**src/rtl/mc_ctrl_pkg.sv**
```systemverilog
// Shared types and encodings for the multicycle control unit.
// States, decode-field constants and datapath select encodings.
package mc_ctrl_pkg;

    typedef enum logic [3:0] {
        INIT, FETCH, DECODE, DP_EXEC, DP_WB, MEM_ADDR,
        MEM_READ, MEM_WRITE, MEM_WB, BRANCH, HALT
    } state_t;

    localparam logic [3:0] CC_EQ = 4'h0;
    localparam logic [3:0] CC_NE = 4'h1;
    localparam logic [3:0] CC_CS = 4'h2;
    localparam logic [3:0] CC_CC = 4'h3;
    localparam logic [3:0] CC_MI = 4'h4;
    localparam logic [3:0] CC_PL = 4'h5;
    localparam logic [3:0] CC_VS = 4'h6;
    localparam logic [3:0] CC_VC = 4'h7;
    localparam logic [3:0] CC_GE = 4'h8;
    localparam logic [3:0] CC_LT = 4'h9;
    localparam logic [3:0] CC_GT = 4'hA;
    localparam logic [3:0] CC_LE = 4'hB;
    localparam logic [3:0] CC_AL = 4'hE;

    localparam logic [1:0] TY_DP  = 2'b00;
    localparam logic [1:0] TY_MEM = 2'b01;
    localparam logic [1:0] TY_BR  = 2'b10;
    localparam logic [1:0] TY_ILL = 2'b11;

    localparam logic [2:0] ALU_ADD = 3'b000;

    localparam logic [1:0] M2R_MEM = 2'b00;
    localparam logic [1:0] M2R_PC  = 2'b01;
    localparam logic [1:0] M2R_ALU = 2'b10;

    localparam logic [1:0] SRCB_B   = 2'b00;
    localparam logic [1:0] SRCB_OFF = 2'b01;
    localparam logic [1:0] SRCB_IMM = 2'b10;
    localparam logic [1:0] SRCB_ONE = 2'b11;

endpackage

```
**src/rtl/mc_control_unit_if.sv**
```systemverilog
// Memory strobe / ready handshake between control unit and memory.
// master = control unit, slave = memory.
interface mc_control_unit_if;
    logic MemRead;
    logic MemWrite;
    logic MemReady;

    modport master (output MemRead, output MemWrite, input MemReady);
    modport slave  (input MemRead, input MemWrite, output MemReady);
endinterface

```
**src/rtl/mc_cond_check.sv**
```systemverilog
// Condition-code evaluator against registered Z/N/V/C flags.
// Codes C, D and F never pass.
module mc_cond_check
    import mc_ctrl_pkg::*;
(
    input  logic [3:0] i_cond,
    input  logic       i_z,
    input  logic       i_n,
    input  logic       i_v,
    input  logic       i_c,
    output logic       o_pass
);

    always_comb begin
        o_pass = 1'b0;
        case (i_cond)
            CC_EQ:   o_pass = i_z;
            CC_NE:   o_pass = !i_z;
            CC_CS:   o_pass = i_c;
            CC_CC:   o_pass = !i_c;
            CC_MI:   o_pass = i_n;
            CC_PL:   o_pass = !i_n;
            CC_VS:   o_pass = i_v;
            CC_VC:   o_pass = !i_v;
            CC_GE:   o_pass = (i_n == i_v);
            CC_LT:   o_pass = (i_n != i_v);
            CC_GT:   o_pass = !i_z && (i_n == i_v);
            CC_LE:   o_pass = i_z || (i_n != i_v);
            CC_AL:   o_pass = 1'b1;
            default: o_pass = 1'b0;
        endcase
    end

endmodule

```
**src/rtl/mc_control_unit.sv**
```systemverilog
// Multicycle control FSM: fetch/decode/execute sequencing with
// conditional execution, memory handshake timeout and sticky halt.
module mc_control_unit
    import mc_ctrl_pkg::*;
#(
    parameter int MEM_WAIT_MAX = 0
)
(
    input  logic                Clk,
    input  logic                Rst,
    input  logic [11:0]         CInstruction,
    input  logic                Z,
    input  logic                N,
    input  logic                V,
    input  logic                C,
    mc_control_unit_if.master   mem,
    output logic                PCWrite,
    output logic                IRWrite,
    output logic                RegWrite,
    output logic                IorD,
    output logic                RegSel,
    output logic                RegDst,
    output logic                PCSrc,
    output logic                ALUSrcA,
    output logic                ZWrite,
    output logic                NWrite,
    output logic                VWrite,
    output logic                CWrite,
    output logic [1:0]          MemToReg,
    output logic [1:0]          ALUSrcB,
    output logic [2:0]          ALUOperation,
    output logic                Halted
);

    localparam int CW = (MEM_WAIT_MAX > 0) ? $clog2(MEM_WAIT_MAX + 1) : 1;

    state_t          r_state, w_state_nxt;
    logic [CW-1:0]   r_wait_cnt, w_wait_nxt;
    logic            w_pass, w_waiting, w_timeout;
    logic            w_mem_rd, w_mem_wr;

    wire [1:0] w_type = CInstruction[7:6];
    wire       w_imm  = CInstruction[5];
    wire       w_bit4 = CInstruction[4];
    wire [2:0] w_op   = CInstruction[3:1];
    wire       w_bit0 = CInstruction[0];

    mc_cond_check u_cond (
        .i_cond (CInstruction[11:8]),
        .i_z    (Z),
        .i_n    (N),
        .i_v    (V),
        .i_c    (C),
        .o_pass (w_pass)
    );

    assign w_waiting = (r_state inside {FETCH, MEM_READ, MEM_WRITE}) && !mem.MemReady;
    assign w_timeout = (MEM_WAIT_MAX > 0) && w_waiting
                       && (r_wait_cnt == CW'(MEM_WAIT_MAX));
    // Counter only survives a cycle that stays in the same waiting state.
    assign w_wait_nxt = (w_state_nxt != r_state || !w_waiting) ? '0
                        : r_wait_cnt + CW'(1);

    always_ff @(posedge Clk or negedge Rst) begin
        if (!Rst) begin
            r_state    <= INIT;
            r_wait_cnt <= '0;
        end else begin
            r_state    <= w_state_nxt;
            r_wait_cnt <= w_wait_nxt;
        end
    end

    always_comb begin
        w_state_nxt = r_state;
        unique case (r_state)
            INIT:      w_state_nxt = FETCH;
            FETCH:
                if (mem.MemReady)   w_state_nxt = DECODE;
                else if (w_timeout) w_state_nxt = HALT;
            DECODE:
                if (!w_pass) w_state_nxt = FETCH;
                else begin
                    unique case (w_type)
                        TY_DP:   w_state_nxt = DP_EXEC;
                        TY_MEM:  w_state_nxt = MEM_ADDR;
                        TY_BR:   w_state_nxt = BRANCH;
                        TY_ILL:  w_state_nxt = HALT;
                        default: w_state_nxt = HALT;
                    endcase
                end
            DP_EXEC:   w_state_nxt = w_bit4 ? FETCH : DP_WB;
            DP_WB:     w_state_nxt = FETCH;
            MEM_ADDR:  w_state_nxt = w_bit0 ? MEM_READ : MEM_WRITE;
            MEM_READ:
                if (mem.MemReady)   w_state_nxt = MEM_WB;
                else if (w_timeout) w_state_nxt = HALT;
            MEM_WRITE:
                if (mem.MemReady)   w_state_nxt = FETCH;
                else if (w_timeout) w_state_nxt = HALT;
            MEM_WB:    w_state_nxt = FETCH;
            BRANCH:    w_state_nxt = FETCH;
            HALT:      w_state_nxt = HALT;
            default:   w_state_nxt = INIT;
        endcase
    end

    always_comb begin
        PCWrite      = 1'b0;
        IRWrite      = 1'b0;
        RegWrite     = 1'b0;
        IorD         = 1'b0;
        RegSel       = 1'b0;
        RegDst       = 1'b0;
        PCSrc        = 1'b0;
        ALUSrcA      = 1'b0;
        ZWrite       = 1'b0;
        NWrite       = 1'b0;
        VWrite       = 1'b0;
        CWrite       = 1'b0;
        MemToReg     = M2R_MEM;
        ALUSrcB      = SRCB_B;
        ALUOperation = ALU_ADD;
        Halted       = 1'b0;
        w_mem_rd     = 1'b0;
        w_mem_wr     = 1'b0;
        unique case (r_state)
            FETCH: begin
                w_mem_rd = 1'b1;
                ALUSrcB  = SRCB_ONE;
                IRWrite  = mem.MemReady;
                PCWrite  = mem.MemReady;
            end
            DECODE: ALUSrcB = SRCB_OFF;
            DP_EXEC, DP_WB: begin
                ALUSrcA      = 1'b1;
                ALUSrcB      = w_imm ? SRCB_IMM : SRCB_B;
                ALUOperation = w_op;
                if (r_state == DP_EXEC) begin
                    {ZWrite, NWrite, VWrite, CWrite} = {4{w_bit0}};
                end else begin
                    RegWrite = 1'b1;
                    MemToReg = M2R_ALU;
                end
            end
            MEM_ADDR, MEM_READ, MEM_WRITE: begin
                ALUSrcA  = 1'b1;
                ALUSrcB  = SRCB_IMM;
                IorD     = (r_state != MEM_ADDR);
                w_mem_rd = (r_state == MEM_READ);
                w_mem_wr = (r_state == MEM_WRITE);
                RegSel   = (r_state == MEM_WRITE);
            end
            MEM_WB: RegWrite = 1'b1;
            BRANCH: begin
                PCWrite  = 1'b1;
                PCSrc    = 1'b1;
                RegWrite = w_bit4;
                RegDst   = w_bit4;
                MemToReg = w_bit4 ? M2R_PC : M2R_MEM;
            end
            HALT:    Halted = 1'b1;
            default: ;
        endcase
    end

    assign mem.MemRead  = w_mem_rd;
    assign mem.MemWrite = w_mem_wr;

endmodule

```
**src/flat_wrapper.sv**
```systemverilog
// flat-port wrapper written by rule: the top's interface ports become plain ports
module mc_control_unit_flat import mc_ctrl_pkg::*;
#(
    parameter int MEM_WAIT_MAX = 0
)
  (Clk, Rst, CInstruction, Z, N, V, C, PCWrite, IRWrite, RegWrite, IorD, RegSel, RegDst, PCSrc, ALUSrcA, ZWrite, NWrite, VWrite, CWrite, MemToReg, ALUSrcB, ALUOperation, Halted, mem_MemRead, mem_MemWrite, mem_MemReady);
  mc_control_unit_if mem_i ();
  input  logic Clk;
  input  logic Rst;
  input  logic [11:0] CInstruction;
  input  logic Z;
  input  logic N;
  input  logic V;
  input  logic C;
  output logic PCWrite;
  output logic IRWrite;
  output logic RegWrite;
  output logic IorD;
  output logic RegSel;
  output logic RegDst;
  output logic PCSrc;
  output logic ALUSrcA;
  output logic ZWrite;
  output logic NWrite;
  output logic VWrite;
  output logic CWrite;
  output logic [1:0] MemToReg;
  output logic [1:0] ALUSrcB;
  output logic [2:0] ALUOperation;
  output logic Halted;
  output wire logic [$bits(mem_i.MemRead)-1:0] mem_MemRead;
  output wire logic [$bits(mem_i.MemWrite)-1:0] mem_MemWrite;
  input wire logic [$bits(mem_i.MemReady)-1:0] mem_MemReady;
  assign mem_MemRead = mem_i.MemRead;
  assign mem_MemWrite = mem_i.MemWrite;
  assign mem_i.MemReady = mem_MemReady;
  mc_control_unit #(.MEM_WAIT_MAX(MEM_WAIT_MAX)) u_core (.Clk(Clk), .Rst(Rst), .CInstruction(CInstruction), .Z(Z), .N(N), .V(V), .C(C), .mem(mem_i), .PCWrite(PCWrite), .IRWrite(IRWrite), .RegWrite(RegWrite), .IorD(IorD), .RegSel(RegSel), .RegDst(RegDst), .PCSrc(PCSrc), .ALUSrcA(ALUSrcA), .ZWrite(ZWrite), .NWrite(NWrite), .VWrite(VWrite), .CWrite(CWrite), .MemToReg(MemToReg), .ALUSrcB(ALUSrcB), .ALUOperation(ALUOperation), .Halted(Halted));
endmodule
```
**config.mk**
```make
export PLATFORM = sky130hd
export DESIGN_NAME = mc_control_unit_flat
export DESIGN_NICKNAME = d
export VERILOG_FILES = /design/src/rtl/mc_ctrl_pkg.sv /design/src/rtl/mc_control_unit_if.sv /design/src/rtl/mc_cond_check.sv /design/src/rtl/mc_control_unit.sv /design/src/flat_wrapper.sv
export SDC_FILE = /design/constraint.sdc
export NUM_CORES = 1
export LEC_CHECK = 0
export CAP_MARGIN = 10
export CORE_ASPECT_RATIO = 0.75
export CORE_MARGIN = 2
export CORE_UTILIZATION = 34
export CTS_CLUSTER_SIZE = 40
export DETAILED_ROUTE_END_ITERATION = 16
export PLACE_DENSITY_LB_ADDON = 0.25
export RECOVER_POWER = 100
export SYNTH_ARGS = -nofsm -noshare
export SYNTH_HDL_FRONTEND = slang
export SYNTH_SLANG_ARGS = --single-unit
```
**constraint.sdc**
```tcl
create_clock -name Clk -period 1.4 [get_ports Clk]
set_input_delay 0.21 -clock Clk [delete_from_list [all_inputs] [get_ports Clk]]
set_output_delay 0.21 -clock Clk [all_outputs]
set_load 0.01 [all_outputs]
```
# After elaboration in Yosys (flattened, before gate mapping)
# Index checks and enable logic that the tools add are counted.
# W data, S select, Z words.
[classes]
eq_ne = 31
muxes = 28
reduce_logical = 14
[ops]
columns = ["op", "n"]
rows = [
  ["$eq A4 B3 Y1 const B", 8],
  ["$eq A4 B4 Y1 const B", 8],
  ["$pmux W4 S8", 1],
  ["$eq A4 B2 Y1 const B", 4],
  ["$mux W4", 4],
  ["$pmux W4 S4", 1],
  ["$pmux W1 S13", 1],
  ["$mux W1", 12],
  ["$eq A4 B1 Y1 const B", 2],
  ["$logic_not A4 Y1", 2],
  ["$pmux W2 S4", 1],
  ["$mux W3", 2],
  ["$ne A2 B2 Y1 const B", 3],
  ["$reduce_or A5 Y1", 1],
  ["$eq A2 B2 Y1 const B", 2],
  ["$logic_not A1 Y1", 4],
  ["$mux W2", 2],
  ["$ne A4 B3 Y1 const B", 1],
  ["$pmux W1 S2", 2],
  ["$pmux W2 S2", 1],
  ["$reduce_or A4 Y1", 1],
  ["$pmux W1 S3", 1],
  ["$reduce_and A3 Y1", 1],
  ["$reduce_or A3 Y1", 1],
  ["7 further kinds", 7],
]
[totals]
reg_bits = 4
in_bits = 19
out_inout_bits = 22
elab_cells = 74

# Longest topological paths before layout
[logic_depth]
word_depth = 5
ltp_mapped = 6
mapped_depth_nobuf = 5

# Hierarchy
# Synthesis repeated with hierarchy kept, for this count alone.
[unflattened]
hier_cells = 91
area_unflattened_um2 = 629.4
[by_module_without_submodules]
columns = ["module", "instances", "cells_each", "area_each_um2", "seq_area_each_um2"]
rows = [
  ["mc_control_unit", 1, 78, 529.3, 100.1],
  ["mc_cond_check", 1, 13, 100.1, 0.0],
]

# Worst setup path before layout
# Ideal clock, no wire load.
[synth_timing]
path_type = "reg-to-output"
startpoint = "reg u_core.r_state[1]"
endpoint = "out NWrite"
arrival_ps = 1386
t_required_ps = 1190
slack_ps = -196
stages_incl_launch_ff = 5
path_buffers = 3
cell_sequence = "dfrtp_1 clkbuf_1 clkbuf_1 and4_1 buf_4"
[synth_between]
elab_chain_cells = 3
elab_cells_between_ends = 5
cone_classes = "eq/ne: 2; mux: 2; reduce/logical: 1"
[synth_lines]
columns = ["element", "line_no", "text"]
rows = [
  ["start, declared", "mc_control_unit.sv:37", "state_t r_state, w_state_nxt;"],
  ["start signal, assigned", "mc_control_unit.sv:69", "r_state <= w_state_nxt;"],
  ["$eq A4 B2 Y1 / $eq A4 B3 Y1 (equally long branches)", "-", ""],
  ["$mux W1 / $reduce_or A2 Y1 (equally long branches)", "-", ""],
  ["$mux W1 (*)", "-", ""],
  ["end, declared", "flat_wrapper.sv:24", "output logic NWrite;"],
]
# Mark *: on every way between the ends. The rest lies on a longest branch, timed or not.

# Worst setup path after layout
[layout_timing]
startpoint = "reg u_core.r_state[1]"
endpoint = "out mem_MemRead"
[layout_between]
elab_chain_cells = 3
elab_cells_between_ends = 6
cone_classes = "eq/ne: 4; mux: 1; reduce/logical: 1"
[layout_lines]
columns = ["element", "line_no", "text"]
rows = [
  ["$eq A4 B3 Y1 (on tied branches)", "-", ""],
  ["$reduce_or A3 Y1", "mc_control_unit.sv:127", "unique case (r_state)"],
  ["$pmux W1 S2 (*)", "mc_control_unit.sv:127", ""],
  ["end, declared", "flat_wrapper.sv:31", "output wire logic [$bits(mem_i.MemRead)-1:0] mem_MemRead;"],
]
# Marked as above.

==> flow_summary.ini <==
[outcome]
status = finished with violations
violations = negative setup slack

[worst_setup_path]
arrival_ns = 1.50
worst_ep_required_time_ns = 1.19
ff2ff_setup_slack_ns = -0.22
r2r_start = u_core.r_state[1]
ff2ff_path_depth = 7
rr_endpoint = u_core.r_state[0]
critPathBufInv = 2
critical_path.top_delay_family = flip-flops
start_kind = flop
cp_slowest_cell = dfrtp_2
path_max_fanout = 5
max_stage_delay_ns = 0.44
startpoint = u_core.r_state[1]
worstPathCellList = buf_6, or3_4, a21oi_2, buf_2
crit_type = reg -> out
critPathCaptureType = primary output

[power_and_ir_drop]
cellLeakagePower_uw = 0.000809
ir_drop_mv = 1.26
p_per_area_nw_per_um2 = 1700
pwr-share-comb = 0.854
seqPwrFrac = 0.092
p_sw_frac = 0.424
internal_power_uw = 1620
p_sw_uw = 1200
p_clk_frac = 0.054
power_uw = 2820

[synth]
synth_ff_type = dfrtp_1
mappedNetlistArea_um2 = 713
ys_ff_latch = 4
yosysWarnings = 0
async_reset_ff_frac = 1.00
syn_nets = 126
ys_types = 35
synthCells = 103
synth_edf_count = 0
syn_area_per_cell_um2 = 6.92
yosysSeqAreaShare = 0.140

[clocking]
cts_num_sinks = 4
cts_root_buffer = clkbuf_4
clk_pin_slew_ns = 0.04
htreeDepth = 1
insertion_delay_ns = 0.24
cts_tree = done
cts_made_buffers = 3
ctsLongestPathBuffers = 2
ctsHoldBuffers = 0

[placed_design]
place.gp.congestion = 0.881
dp_hpwl_um = 1920
placed_area_um2 = 1290
portBuffers = 40

[final_layout]
drive_gt1_frac = 0.598
reg_top3 = u_core.r_state: 4 flops
postLayoutCellArea_um2 = 1660
n_fill_cell = 104
diodes = 0
largest_reg_flops = 4
top_register = u_core.r_state
nets = 204
areaGrowthSynthToFinish_pct = 133

[timing]
worst_slack_ns = -0.309
finalMaxSlewViolations = 0
worst_pin_slew_ns = 0.280
fmax_ghz = 0.585
fin_crit_ns = 1.71
hold_violations = 0
relSlewSlack = 0.812
rsz0062_at_grt = true
fin_setup_tns_ns = -4.06
setup_viol = 26
finalCritPeriodShare = 1.22
fin_skew_ns = 0.00359

[drt]
postRouteAntennaNets = 0
vias = 1075
vias_per_cell = 5.30
drt-initial-drc-count = 25
drcViolationCount = 0
firstDrtPassIters = 4
wl_per_cell_um = 16.0
finalWirelength_um = 3240

[floorplan]
fp.dieW_um = 56.9
io_pins = 41
die_area_um2 = 2480
start_util = 0.357
placeableCoreArea_um2 = 2000
placementRows = 14
die_y_um = 43.7

[grt]
grt_overflow_total = 0
grt_pass1_wl_um = 4730
antenna_found_initial = 0
gr-usage-all-layers = 0.242
grt_max_degree = 11
grt_pass1_vias = 1092

[job]
cap_violations = 0

[min_path]
hp-class = in -> async
[cell usage in the layout (no fill, tap or decap), types with 2 or more instances in the layout]
cell type	instances
buf_2	10
buf_6	31
clkbuf_4	3
o21ai_1	3
dlygate4sd2_1	2
nor2_4	3
buf_4	24
xnor2_1	2
nand2b_4	3
ha_1	4
nand2_1	5
o31ai_1	2
nor2b_4	3
and3_4	2
a221o_1	2
a21oi_2	5
dlymetal6s2s_1	3
nor3_2	4
and2_1	2
inv_1	3
nand2b_1	5
nand3_1	3
o22ai_1	2
dfrtp_2	4
clkdlybuf4s50_1	10
nor2_1	7
and2_4	2
nand3b_1	3
a22oi_1	2
[final cells by class]
class | count | area, um^2 | area share
clock buffers | 3 | 22.5 | 0.0136
inverters | 4 | 17.5 | 0.0106
multi-input cells | 84 | 714 | 0.430
flip-flops and latches | 4 | 105 | 0.0633
well taps | 24 | 30.0 | 0.0181
repair buffers | 84 | 771 | 0.464
[worst register-to-register path, delay by kind of cell (launching register included)]
kind                      cells  cell delay, ns
and+or+nand+nor               2            0.42
AOI/OAI and AO/OA             1            0.10
buffers and inverters         3            0.36
DFF                           1            0.44
xor gates and xnor gates      1            0.16
[how the worst max path moves through the flow]
stage	endpoint	slack, ns	cells past startpoint
after floorplan	mem_MemRead	0.004	4
after global placement	u_core.r_state[0]	-0.46	5
after detailed placement	u_core.r_state[0]	-0.53	5
after CTS	RegWrite	-0.23	5
after global routing	mem_MemRead	-0.31	4
final	mem_MemRead	-0.31	4
[metrics by stage]
stage | setup slack, ns | std cells | util | hold WS [ns]
after floorplan | 0.00350 | 103 | - | -0.0856
after global placement | -0.458 | 182 | 0.645 | 0.426
after detailed placement | -0.526 | 182 | 0.645 | 0.429
after CTS | -0.230 | 200 | 0.747 | 0.171
after global routing | -0.310 | 203 | 0.831 | 0.263
final | -0.309 | 203 | 0.831 | 0.247
[synthesized netlist by cell type, drive strengths merged (2+ instances only)]
| cell | number | area [um^2] |
|---|---|---|
| dfrtp | 4 | 100 |
| xnor2 | 2 | 17.5 |
| nor3 | 5 | 25.0 |
| and3 | 3 | 18.8 |
| a22oi | 2 | 15.0 |
| nand3b | 3 | 22.5 |
| a221o | 2 | 20.0 |
| nand2 | 6 | 22.5 |
| inv | 4 | 15.0 |
| a221oi | 2 | 17.5 |
| nand3 | 3 | 15.0 |
| o31ai | 2 | 15.0 |
| nor2b | 3 | 18.8 |
| o21ai | 4 | 20.0 |
| buf | 8 | 51.3 |
| clkbuf | 3 | 11.3 |
| and2 | 4 | 25.0 |
| ha | 4 | 50.1 |
| o22ai | 2 | 12.5 |
| xor2 | 2 | 17.5 |
| a21oi | 6 | 30.0 |
| nor2 | 10 | 37.5 |
| or3 | 2 | 12.5 |
| nand2b | 8 | 50.1 |
[power by group through the flow]
stage                     registers, uW  logic (uW)  clock network [uW]
final                               260        2410                 152
after detailed placement            249        1560                   0
after global routing                259        2550                 156
after global placement              249        1530                   0
after CTS                           240        1970                 153
after floorplan                     191         780                   0
[metal layers]
metal | routed length, um | GRT usage
met5 | 0 | 0
met4 | 23 | 0.102
met2 | 1630 | 0.464
met3 | 155 | 0.0507
met1 | 1430 | 0.259
[cells by family after synthesis]
family | after synthesis | synth area share
simple gates | 50 | 0.377
mux | 1 | 0.0140
fa+ha+maj | 4 | 0.0702
flops | 4 | 0.140
buf+inv | 15 | 0.109
xor+xnor | 4 | 0.0491
compound gates | 25 | 0.240
[timing repair]
item                       4_1_cts  5_1_grt
setup buffers                   16        4
setup endpoints to repair       26       26
gates cloned                     0        0
resized for setup              135       41
pin swaps                       11       12
No activity file was read; power rests on OpenSTA's default activity.
